`config.mk`:
```
export PLATFORM = sky130hd
export DESIGN_NAME = instr_sequencer
export DESIGN_NICKNAME = d
export VERILOG_FILES = /design/src/rtl/instr_sequencer.sv
export SDC_FILE = /design/constraint.sdc
export NUM_CORES = 1
export LEC_CHECK = 0
export ABC_AREA = 1
export CAP_MARGIN = 20
export CORE_ASPECT_RATIO = 0.75
export CORE_MARGIN = 2
export CORE_UTILIZATION = 48
export CTS_BUF_LIST = sky130_fd_sc_hd__clkbuf_2 sky130_fd_sc_hd__clkbuf_4 sky130_fd_sc_hd__clkbuf_8
export DETAILED_ROUTE_END_ITERATION = 6
export MAX_ROUTING_LAYER = met4
export PLACE_DENSITY = 0.82
export SKIP_LAST_GASP = 1
export SLEW_MARGIN = 20
export SYNTH_ARGS = -nofsm -noshare
export SYNTH_HDL_FRONTEND = slang
export SYNTH_SLANG_ARGS = --single-unit
export TNS_END_PERCENT = 10
```
`constraint.sdc`:
```
create_clock -name clk -period 4.04 [get_ports clk]
set_input_delay 0.808 -clock clk [delete_from_list [all_inputs] [get_ports clk]]
set_output_delay 0.808 -clock clk [all_outputs]
set_load 0.01 [all_outputs]
```
`src/rtl/instr_sequencer.sv`:
```
// Multi-cycle instruction sequencer: FETCH -> DECODE -> EXEC -> (MEM) -> (WB) control FSM.
// Optional macro ILLEGAL_TRAP_EN: an illegal opcode traps into HALT instead of executing as a NOP.
module instr_sequencer #(
    parameter logic [31:0] RESET_PC = 32'h0000_0000
) (
    input  logic        clk,
    input  logic        rst,
    output logic        imem_req,
    input  logic        imem_ack,
    input  logic [31:0] imem_rdata,
    output logic [31:0] pc,
    output logic [31:0] ir,
    output logic        dmem_req,
    output logic        dmem_we,
    input  logic        dmem_ack,
    output logic        alu_src_imm,
    output logic        reg_we,
    output logic        wb_sel_mem,
    output logic [2:0]  state,
    output logic        trap
);

    localparam logic [2:0] S_FETCH  = 3'd0;
    localparam logic [2:0] S_DECODE = 3'd1;
    localparam logic [2:0] S_EXEC   = 3'd2;
    localparam logic [2:0] S_MEM    = 3'd3;
    localparam logic [2:0] S_WB     = 3'd4;
    localparam logic [2:0] S_HALT   = 3'd5;

    localparam logic [6:0] OPC_LOAD   = 7'b0000011;
    localparam logic [6:0] OPC_OP_IMM = 7'b0010011;
    localparam logic [6:0] OPC_STORE  = 7'b0100011;
    localparam logic [6:0] OPC_OP     = 7'b0110011;

    // Reset value of ir is the canonical NOP (addi x0,x0,0).
    localparam logic [31:0] IR_NOP = 32'h0000_0013;

    logic [2:0]  state_q, state_d;
    logic [31:0] pc_q, pc_d;
    logic [31:0] ir_q, ir_d;

    logic is_load, is_op_imm, is_store, is_op;

    always_comb begin
        is_load   = (ir_q[6:0] == OPC_LOAD);
        is_op_imm = (ir_q[6:0] == OPC_OP_IMM);
        is_store  = (ir_q[6:0] == OPC_STORE);
        is_op     = (ir_q[6:0] == OPC_OP);
    end

`ifdef ILLEGAL_TRAP_EN
    logic trap_q, trap_d;
`endif

    always_ff @(posedge clk or posedge rst) begin
        if (rst) begin
            state_q <= S_FETCH;
            pc_q    <= RESET_PC;
            ir_q    <= IR_NOP;
`ifdef ILLEGAL_TRAP_EN
            trap_q  <= 1'b0;
`endif
        end else begin
            state_q <= state_d;
            pc_q    <= pc_d;
            ir_q    <= ir_d;
`ifdef ILLEGAL_TRAP_EN
            trap_q  <= trap_d;
`endif
        end
    end

    always_comb begin
        state_d = state_q;
        pc_d    = pc_q;
        ir_d    = ir_q;
`ifdef ILLEGAL_TRAP_EN
        trap_d  = trap_q;
`endif
        case (state_q)
            S_FETCH: begin
                if (imem_ack) begin
                    ir_d    = imem_rdata;
                    state_d = S_DECODE;
                end
            end
            S_DECODE: state_d = S_EXEC;
            S_EXEC: begin
                if (is_load || is_store) begin
                    state_d = S_MEM;
                end else if (is_op || is_op_imm) begin
                    state_d = S_WB;
                end else begin
`ifdef ILLEGAL_TRAP_EN
                    trap_d  = 1'b1;
                    state_d = S_HALT;
`else
                    pc_d    = pc_q + 32'd4;
                    state_d = S_FETCH;
`endif
                end
            end
            S_MEM: begin
                if (dmem_ack) begin
                    if (is_load) begin
                        state_d = S_WB;
                    end else begin
                        pc_d    = pc_q + 32'd4;
                        state_d = S_FETCH;
                    end
                end
            end
            S_WB: begin
                pc_d    = pc_q + 32'd4;
                state_d = S_FETCH;
            end
            S_HALT: begin
`ifdef ILLEGAL_TRAP_EN
                state_d = S_HALT;
`else
                state_d = S_FETCH;
`endif
            end
            default: state_d = S_FETCH;
        endcase
    end

    // Strobes are gated by rst so they drop the instant reset is asserted.
    always_comb begin
        imem_req    = 1'b0;
        dmem_req    = 1'b0;
        dmem_we     = 1'b0;
        alu_src_imm = 1'b0;
        reg_we      = 1'b0;
        wb_sel_mem  = 1'b0;
        if (!rst) begin
            case (state_q)
                S_FETCH: imem_req = 1'b1;
                S_EXEC:  alu_src_imm = is_load || is_op_imm || is_store;
                S_MEM: begin
                    dmem_req = 1'b1;
                    dmem_we  = is_store;
                end
                S_WB: begin
                    reg_we     = (ir_q[11:7] != 5'd0);
                    wb_sel_mem = is_load;
                end
                default: ;
            endcase
        end
    end

    always_comb begin
        pc    = pc_q;
        ir    = ir_q;
        state = state_q;
`ifdef ILLEGAL_TRAP_EN
        trap  = trap_q;
`else
        trap  = 1'b0;
`endif
    end

endmodule
```
======== Word level (Yosys, flattened, before mapping) ========
Cells that the tools add are included.
storage, ports and cells
  flip-flop bits (word level) ............. 67
  input bits .............................. 36
  output and inout bits ................... 74
  word-level logic and storage cells ...... 50
operators by class
  add/subtract/negate cells ............... 1
  eq/ne operators ......................... 13
  muxes and demuxes ....................... 23
  reductions and logical operators ........ 10
operator list
  operator                                             number
  two-way mux 32 bit                                   4
  case mux 32 bit (3 select lines)                     1
  adder 32 x 3 -> 32 bit, second input constant        1
  two-way mux 3 bit                                    5
  equality test 7 x 6 -> 1 bit, second input constant  2
  two-way mux 1 bit                                    12
  case mux 3 bit (4 select lines)                      1
  != test 2 bit, second input constant                 5
  equality test 7 x 2 -> 1 bit, second input constant  1
  equality test 7 x 5 -> 1 bit, second input constant  1
  equality test 3 x 2 -> 1 bit, second input constant  2
  AND reduction 5 bit                                  1
  nonzero test 5 bit                                   1
  logical OR 1 bit                                     4
  AND reduction 2 bit                                  2
  equality test 3 x 1 -> 1 bit, second input constant  1
  equality test 3 bit, second input constant           1
  logical NOT 3 bit                                    1
  nonzero test 3 bit                                   1

======== Logic depth before layout (Yosys ltp) ========
Gate-level depths: netlist of run 1.
  depth after elaboration ................. 5
  mapped depth ............................ 10
  depth with buffers taken out ............ 10

======== Least setup slack after synthesis of run 1 ========
Ideal clock, no wire load.
  kind .................................... input-to-output
  from .................................... input port rst
  to ...................................... output port reg_we
  arrival time ............................ 2.671 ns
  data required time ...................... 3.232 ns
  path slack .............................. 0.561 ns
  cell stages on the path ................. 3
  path buffers ............................ 0
  cells stage by stage .................... inv_1 -> nand3_1 -> a21oi_1
between the ends
  cells in the longest elaborated chain, start to end .. 1
RTL lines
  element            line  source
  from (decl)        7     input logic rst,
  two-way mux 1 bit  136   if (!rst) begin
  to (decl)          17    output logic reg_we,
No other way between the ends.

======== Worst setup path after layout of run 1 ========
  from .................................... input port rst
  to ...................................... output port alu_src_imm
between the ends
  cells in the longest elaborated chain, start to end .. 1
RTL lines
  element            line  source
  two-way mux 1 bit  136
  to (decl)          16    output logic alu_src_imm,
No other way between the ends.

==> metrics.md, run 1 <==
| Metric | Value |
|---|---|
| Initial Util | between 40 and 50% |
| Initial antenna violation count | 0 |
| Multi-input gate area | about 0.0017 mm² |
| CP Launch Type | input port |
| # hold bufs at CTS | 0 |
| Largest net degree at the start of global routing | 66 |
| Num CTS Buffers | 9 |
| HPWL after DPL | around 6700 µm |
| Util after Layout | about 67% |
| Met3 wire len | between 500 and 600 µm |
| Mapped Area | around 0.0035 mm² |
| Crit path arrival time | between 2 and 2.5 ns |
| Slowest CP cell | clkdlybuf4s50_1 |
| Detail Route met2 WL | 4294 µm |
| First-pass GRT wire length | ~15000 µm |
| Status | complete, no violations |
| Fmax | between 300 and 400 MHz |
| DR DRC count | 0 |
| Sequential cell area | approximately 0.0016 mm² |
| CP Cell Sequence | clkdlybuf4s50_1 > a2111oi_0 > clkdlybuf4s50_1 |
| Die X-Extent | 102.9 µm |
| Worst Setup EP | alu_src_imm |
| Seq cells post-synth | 65 |
| DR WL/cell | between 10 and 15 µm |
| Antenna-violating nets left | 0 |
| IO buf count | approximately 110 |
| Cells after Synth | around 430 |
| Setup skew after layout | 0.009657 ns |
| Die height | around 78 µm |
| Root buffer cell | clkbuf_8 |
| Register clock-pin slew on the reported worst setup and hold paths | around 0.07 ns |
| Io pins | 110 |
| Max FO, Critical Path | 5 |
| CP Class | in2out |
| DR top layer | met4 |
| Crit-path max cell delay | about 0.60 ns |
| Routed via count | 3213 |
| Critical Path Most Common Cell | clkdlybuf4s50_1 |
| Fin nets | 579 |
| Metal-1 WL | 4168 µm |
| PwrDens | around 570 mW/mm² |
| CP Capture Type | output port |
| Post-CTS Setup Bufs | 0 |
| Count of final setup violators | 0 |
| Post-cts gate resize count | 0 |
| Minimum clock period | 3.066 ns |
| All-Layer GR Usage | 25.05% |
| Core Footprint | between 0.007 and 0.008 mm² |
| Most common cell after layout, fill and taps aside | nand2_1 |
| Post-synth cell types | 29 |
| Initial DRT Pass Iterations | 4 |
| Vias in the first global route | around 3100 |
| Most frequent cells in the layout | nand2_1, clkdlybuf4s50_1, dfrtp_1 |
| # clock sinks | 65 |
| Row count | 27 |
| Slew headroom | a little under half |
| GPL Wtd Cong | about 0.85 |
| Number of vias per cell | between 4 and 5 |
| Final hold vios | 0 |
| Mean area per synthesized cell | 8.134 µm² |
| Slew Limit Fails | 0 |
| Crit path from | rst |
| Final period util | 75.90% |
| Final setup TNS | 0 ns |
| Fillers | between 600 and 700 |
| Grt ovf | 0 |
| Worst slew pin tran | 0.8134 ns |
| Max-Cap Viols | 0 |
| Violation count after the first detailed-route iteration | 230 |
| Critical R2R Launch | state[0] |
| VDD IR max | about 440 µV |
| Worst Path Required | about 3.2 ns |
| Hold/Removal Path Class | reg2reg |
| Total Wirelength | 9173 µm |
| R2R setup slack | between 2 and 2.5 ns |
| Htree depth | 3 |
| Sequential-to-total area share from yosys stat | a little under half |
| Clock Latency Late Sink | 0.35 ns |
| # diodes | 0 |
| Leak | 2.178 nW |
| FF-to-FF path depth | 5 |
| Clk buf depth | 2 |
| Synth Warn # | 0 |
| Area grow syn2layout | 38.47% |
| Die Area | about 0.0080 mm² |
| Layout cells sized above 1 | between 10% and 20% |
| RSZ-0062 raised after global routing | false |
| CTS tree | done |
| R2R Path End | ir[26] |
-- final cells by class --
class / count / area share (%)
Clock buffer: 10 / 2.694
Multi-Input combinational cell: 335 / 35.09
Sequential cell: 65 / 33.43
Clock inverter: 6 / 2.360
Timing Repair Buffer: 108 / 22.06
Tap cell: 101 / 2.591
Inverter: 23 / 1.770
-- registers in the layout, indices dropped and copies added (netlist names) --
register / flops
ir: 32
pc: 30
state: 3
-- routing by layer --
layer	track usage, %	vias to the layer above
li1	-	1573
met3	5.610	17
met5	-	-
met1	34.52	1509
met2	37.60	114
met4	6.711	0
-- synth_stat cells, drive strengths merged --
cell type,number,share of area (%)
a2111oi,1,0.25
a21oi,4,0.57
a31oi,1,0.18
buf,12,2.9
conb,1,0.11
dfrtp,62,44
dfstp,3,2.2
ha,1,0.36
inv,23,2.5
mux2,29,9.3
nand2,182,20
nand3,17,2.8
nand3b,15,3.2
nor2,62,7.3
nor3,4,0.71
nor4,1,0.18
o211ai,1,0.21
o21ai,1,0.14
xnor2,4,0.99
xor2,9,2.2
-- critical path: cells and delay by family --
family	cells	cell delay, ns
buffers and inverters	2	1.08
AOI/OAI and AO/OA	1	0.36
-- where the power goes --
part | switching (W) | internal (W) | total [W]
Clock | 0.000277 | 0.000420 | 0.000697
Sequential | 0.000152 | 0.000858 | 0.00101
Combinational | 0.000493 | 0.000595 | 0.00109
Total | 0.000922 | 0.00187 | 0.00280
-- through the flow --
step / hold slack [ns] / total power [W] / cells / setup WS (ns) / instance area [µm²]
floorplan: 0.5034 / 0.001591 / 435 / 0.5612 / 3530
finish: 0.5055 / 0.002796 / 648 / 0.9736 / 4877
CTS: 0.5095 / 0.002813 / 648 / 0.9525 / 4877
global placement: 0.4860 / 0.002075 / 632 / 0.9796 / 4631
detailed placement: 0.4917 / 0.002117 / 632 / 0.9525 / 4631
global route: 0.5231 / 0.002945 / 648 / 0.8514 / 4877
-- worst min-delay path by stage --
stage / startpoint / to / slack [ns] / cells after the start
2_1_floorplan: ir[4] / ir[4] / 0.50 / 2
3_3_place_gp: ir[20] / ir[20] / 0.49 / 1
3_5_place_dp: ir[29] / ir[29] / 0.49 / 1
4_1_cts: ir[29] / ir[29] / 0.51 / 1
5_1_grt: ir[27] / ir[27] / 0.52 / 1
6_report: ir[29] / ir[29] / 0.51 / 1
-- kinds of logic after synthesis --
| group | after synthesis | synth area share (%) |
|---|---|---|
| buffers and inverters | 35 | 5.329 |
| adders and majority gates | 1 | 0.3552 |
| DFF | 65 | 46.29 |
| muxes | 29 | 9.272 |
| xor gates and xnor gates | 13 | 3.233 |
| AOI/OAI and AO/OA | 8 | 1.350 |
| other | 1 | 0.1065 |
| and+or+nand+nor | 281 | 34.07 |
Note: power is estimated with default switching activity, not from simulation.
==> run 2: changes to the inputs <==
CORE_UTILIZATION = 44   (was 48)
PLACE_DENSITY = 0.79   (was 0.82)
clock period = 2.6 ns   (was 4.04 ns; I/O delays follow)
==> metrics.md, run 2 (synthesized netlist as in run 1, its figures left out) <==
| Metric | Value |
|---|---|
| Tot Pwr | 0.004186 W (+50%) |
| Leak | 2.161 nW (-0.78%) |
| CP Cell Sequence | clkdlybuf4s50_1 > clkinvlp_4 > nand3_1 > nor2_1 > clkdlybuf4s50_1 |
| CP Launch Type | input port |
| Post-route cell area | 0.004867 mm² (-0.21%) |
| Met3 wire len | 488 µm (-8.6%) |
| DR DRC count | 0 (unchanged) |
| Layout cells sized above 1 | 12.41% (+0.16 points) |
| CP Class | in2out |
| HPWL after DPL | 6890 µm (+3.0%) |
| Post-CTS Setup Bufs | 0 (unchanged) |
| All-Layer GR Usage | 23.38% (-1.7 points) |
| Die X-Extent | 107.3 µm (+4.3%) |
| Slew Limit Fails | 0 (unchanged) |
| Grt ovf | 0 (unchanged) |
| FF-to-FF path depth | 9 (+4) |
| R2R Path End | pc[18] |
| Initial antenna violation count | 0 (unchanged) |
| Core Footprint | 0.007812 mm² (+8.1%) |
| Final hold vios | 0 (unchanged) |
| Critical R2R Launch | state[2] |
| Worst slew pin tran | 0.8209 ns (+0.007448 ns) |
| Die height | 81.49 µm (+4.2%) |
| Num CTS Buffers | 9 (unchanged) |
| Final WS setup | 0.09340 ns (-0.8802 ns) |
| Register clock-pin slew on the reported worst setup and hold paths | 0.08 ns (about the same) |
| Fin Hold WS | 0.5078 ns (+0.002232 ns) |
| Slew headroom | 45.27% (-0.50 points) |
| Row count | 28 (+3.7%) |
| R2R setup slack | 0.73 ns (-1.41 ns) |
| Metal-1 WL | 4348 µm (+4.3%) |
| Worst hold start | ir[30] |
| Vias in the first global route | 3071 (+0.52%) |
| IO buf count | 106 (unchanged) |
| Io pins | 110 (unchanged) |
| Crit-path max cell delay | 0.55 ns (-0.05 ns) |
| Clk buf depth | 2 (unchanged) |
| Total Wirelength | 9294 µm (+1.3%) |
| Initial DRT Pass Iterations | 4 (unchanged) |
| CP Buf/Inv Count | 3 (+1) |
| # clock sinks | 65 (unchanged) |
| Util after Layout | 62.30% (-5.2 points) |
| Number of vias per cell | 5.000 (+0.84%) |
| Antenna-violating nets left | 0 (unchanged) |
| Routed via count | 3265 (+1.6%) |
| Final period util | between 90% and 100% |
| # hold bufs at CTS | 0 (unchanged) |
| Count of final setup violators | 0 (unchanged) |
| DR WL/cell | 14.23 µm (+0.54%) |
| Fmax | roughly 400 MHz |
| Crit path arrival time | 1.99 ns (-0.27 ns) |
| Minimum clock period | roughly 2.5 ns |
| Worst Path Required | 2.08 ns (-1.15 ns) |
| First-pass GRT wire length | 15150 µm (-0.14%) |
| Root buffer cell | clkbuf_8 |
| Critical Path Most Common Cell | clkdlybuf4s50_1 |
| Largest net degree at the start of global routing | 66 (unchanged) |
| Number of flip-flops under the largest register name | 32 (unchanged) |
| Die Area | 0.008744 mm² (+8.7%) |
| Post-place setup slack | -0.05295 ns (-1.005 ns) |
| Post-DP Area | 0.004659 mm² (+0.62%) |
| Max FO, Critical Path | 5 (unchanged) |
| Violation count after the first detailed-route iteration | 176 (-23%) |
| PwrDens | 860.1 mW/mm² (+50%) |
| Clock Latency Late Sink | 0.35 ns (about the same) |
| # diodes | 0 (unchanged) |
| Setup skew after layout | 0.008875 ns (-0.0007820 ns) |
| Most frequent cells in the layout | nand2_1, clkdlybuf4s50_1, dfrtp_1 |
| Hold/Removal Path Class | reg2reg |
| Detail Route met2 WL | 4315 µm (+0.49%) |
| Area grow syn2layout | 38.19% |
| CTS tree | done |
| VDD IR max | 490.2 µV (+12%) |
| Htree depth | 3 (unchanged) |
| Status | complete, no violations |
| Initial Util | 45.08% (-3.6 points) |
| GPL Wtd Cong | 0.9436 (+11%) |
| CP Capture Type | output port |
| Slowest CP cell | clkdlybuf4s50_1 |
| CP top delay family | buffers and inverters |
| Most common cell after layout, fill and taps aside | nand2_1 |
| Max-Cap Viols | 0 (unchanged) |
| DR top layer | met4 |
| Fin nets | 580 (+0.17%) |
| Fillers | 684 (+10%) |
| Hold depth | 1 (unchanged) |
| Hold Path Sink | ir[30] |
-- run 2: stage by stage --
step	cells	setup TNS [ns]
final	653	0
after global routing	653	-0.003805
after CTS	653	0
after detailed placement	637	-0.05295
after global placement	637	0
after floorplan	435	0
-- run 2: repair_timing --
action	CTS	global route
gates resized for setup	2	1
setup endpoints to repair	1	2
hold endpoints to repair	0	0
-- run 2: worst register-to-register path: cells and delay by family (launching register included) --
| family | cells | cell delay, ns |
|---|---|---|
| buffers and inverters | 2 | 0.15 |
| DFF | 1 | 0.44 |
| and+or+nand+nor | 7 | 1.17 |
-- run 2: routing by layer --
metal | global-route usage (%) | vias up
met5 | - | -
met4 | 8.312 | 0
met3 | 4.127 | 13
met2 | 36.20 | 92
met1 | 31.23 | 1580
li1 | - | 1580
-- run 2: power breakdown --
group	total, W	switching (W)	internal (W)
Clock	0.000895	0.000445	0.000450
Sequential	0.00158	0.000244	0.00133
Combinational	0.00171	0.000771	0.000941
-- run 2: area by class of cell --
class | count | area, µm² | share of cell area, %
multi-input cells | 335 | 1718 | 35.30
flip-flops and latches | 65 | 1630 | 33.50
repair buffers | 109 | 1095 | 22.49
well taps | 105 | 131.4 | 2.699
clock buffers | 9 | 123.9 | 2.545
inverters | 23 | 90.09 | 1.851
clock inverters | 7 | 78.83 | 1.620
-- run 2: how the worst max path moves through the flow --
stage	startpoint	endpoint	slack, ns	depth (start not counted)
floorplan	rst	wb_sel_mem	0.23	3
global placement	rst	alu_src_imm	0.07	3
detailed placement	rst	alu_src_imm	-0.05	3
CTS	ir[1]	dmem_we	0.009	5
global route	ir[1]	dmem_we	-0.004	5
finish	rst	wb_sel_mem	0.09	5
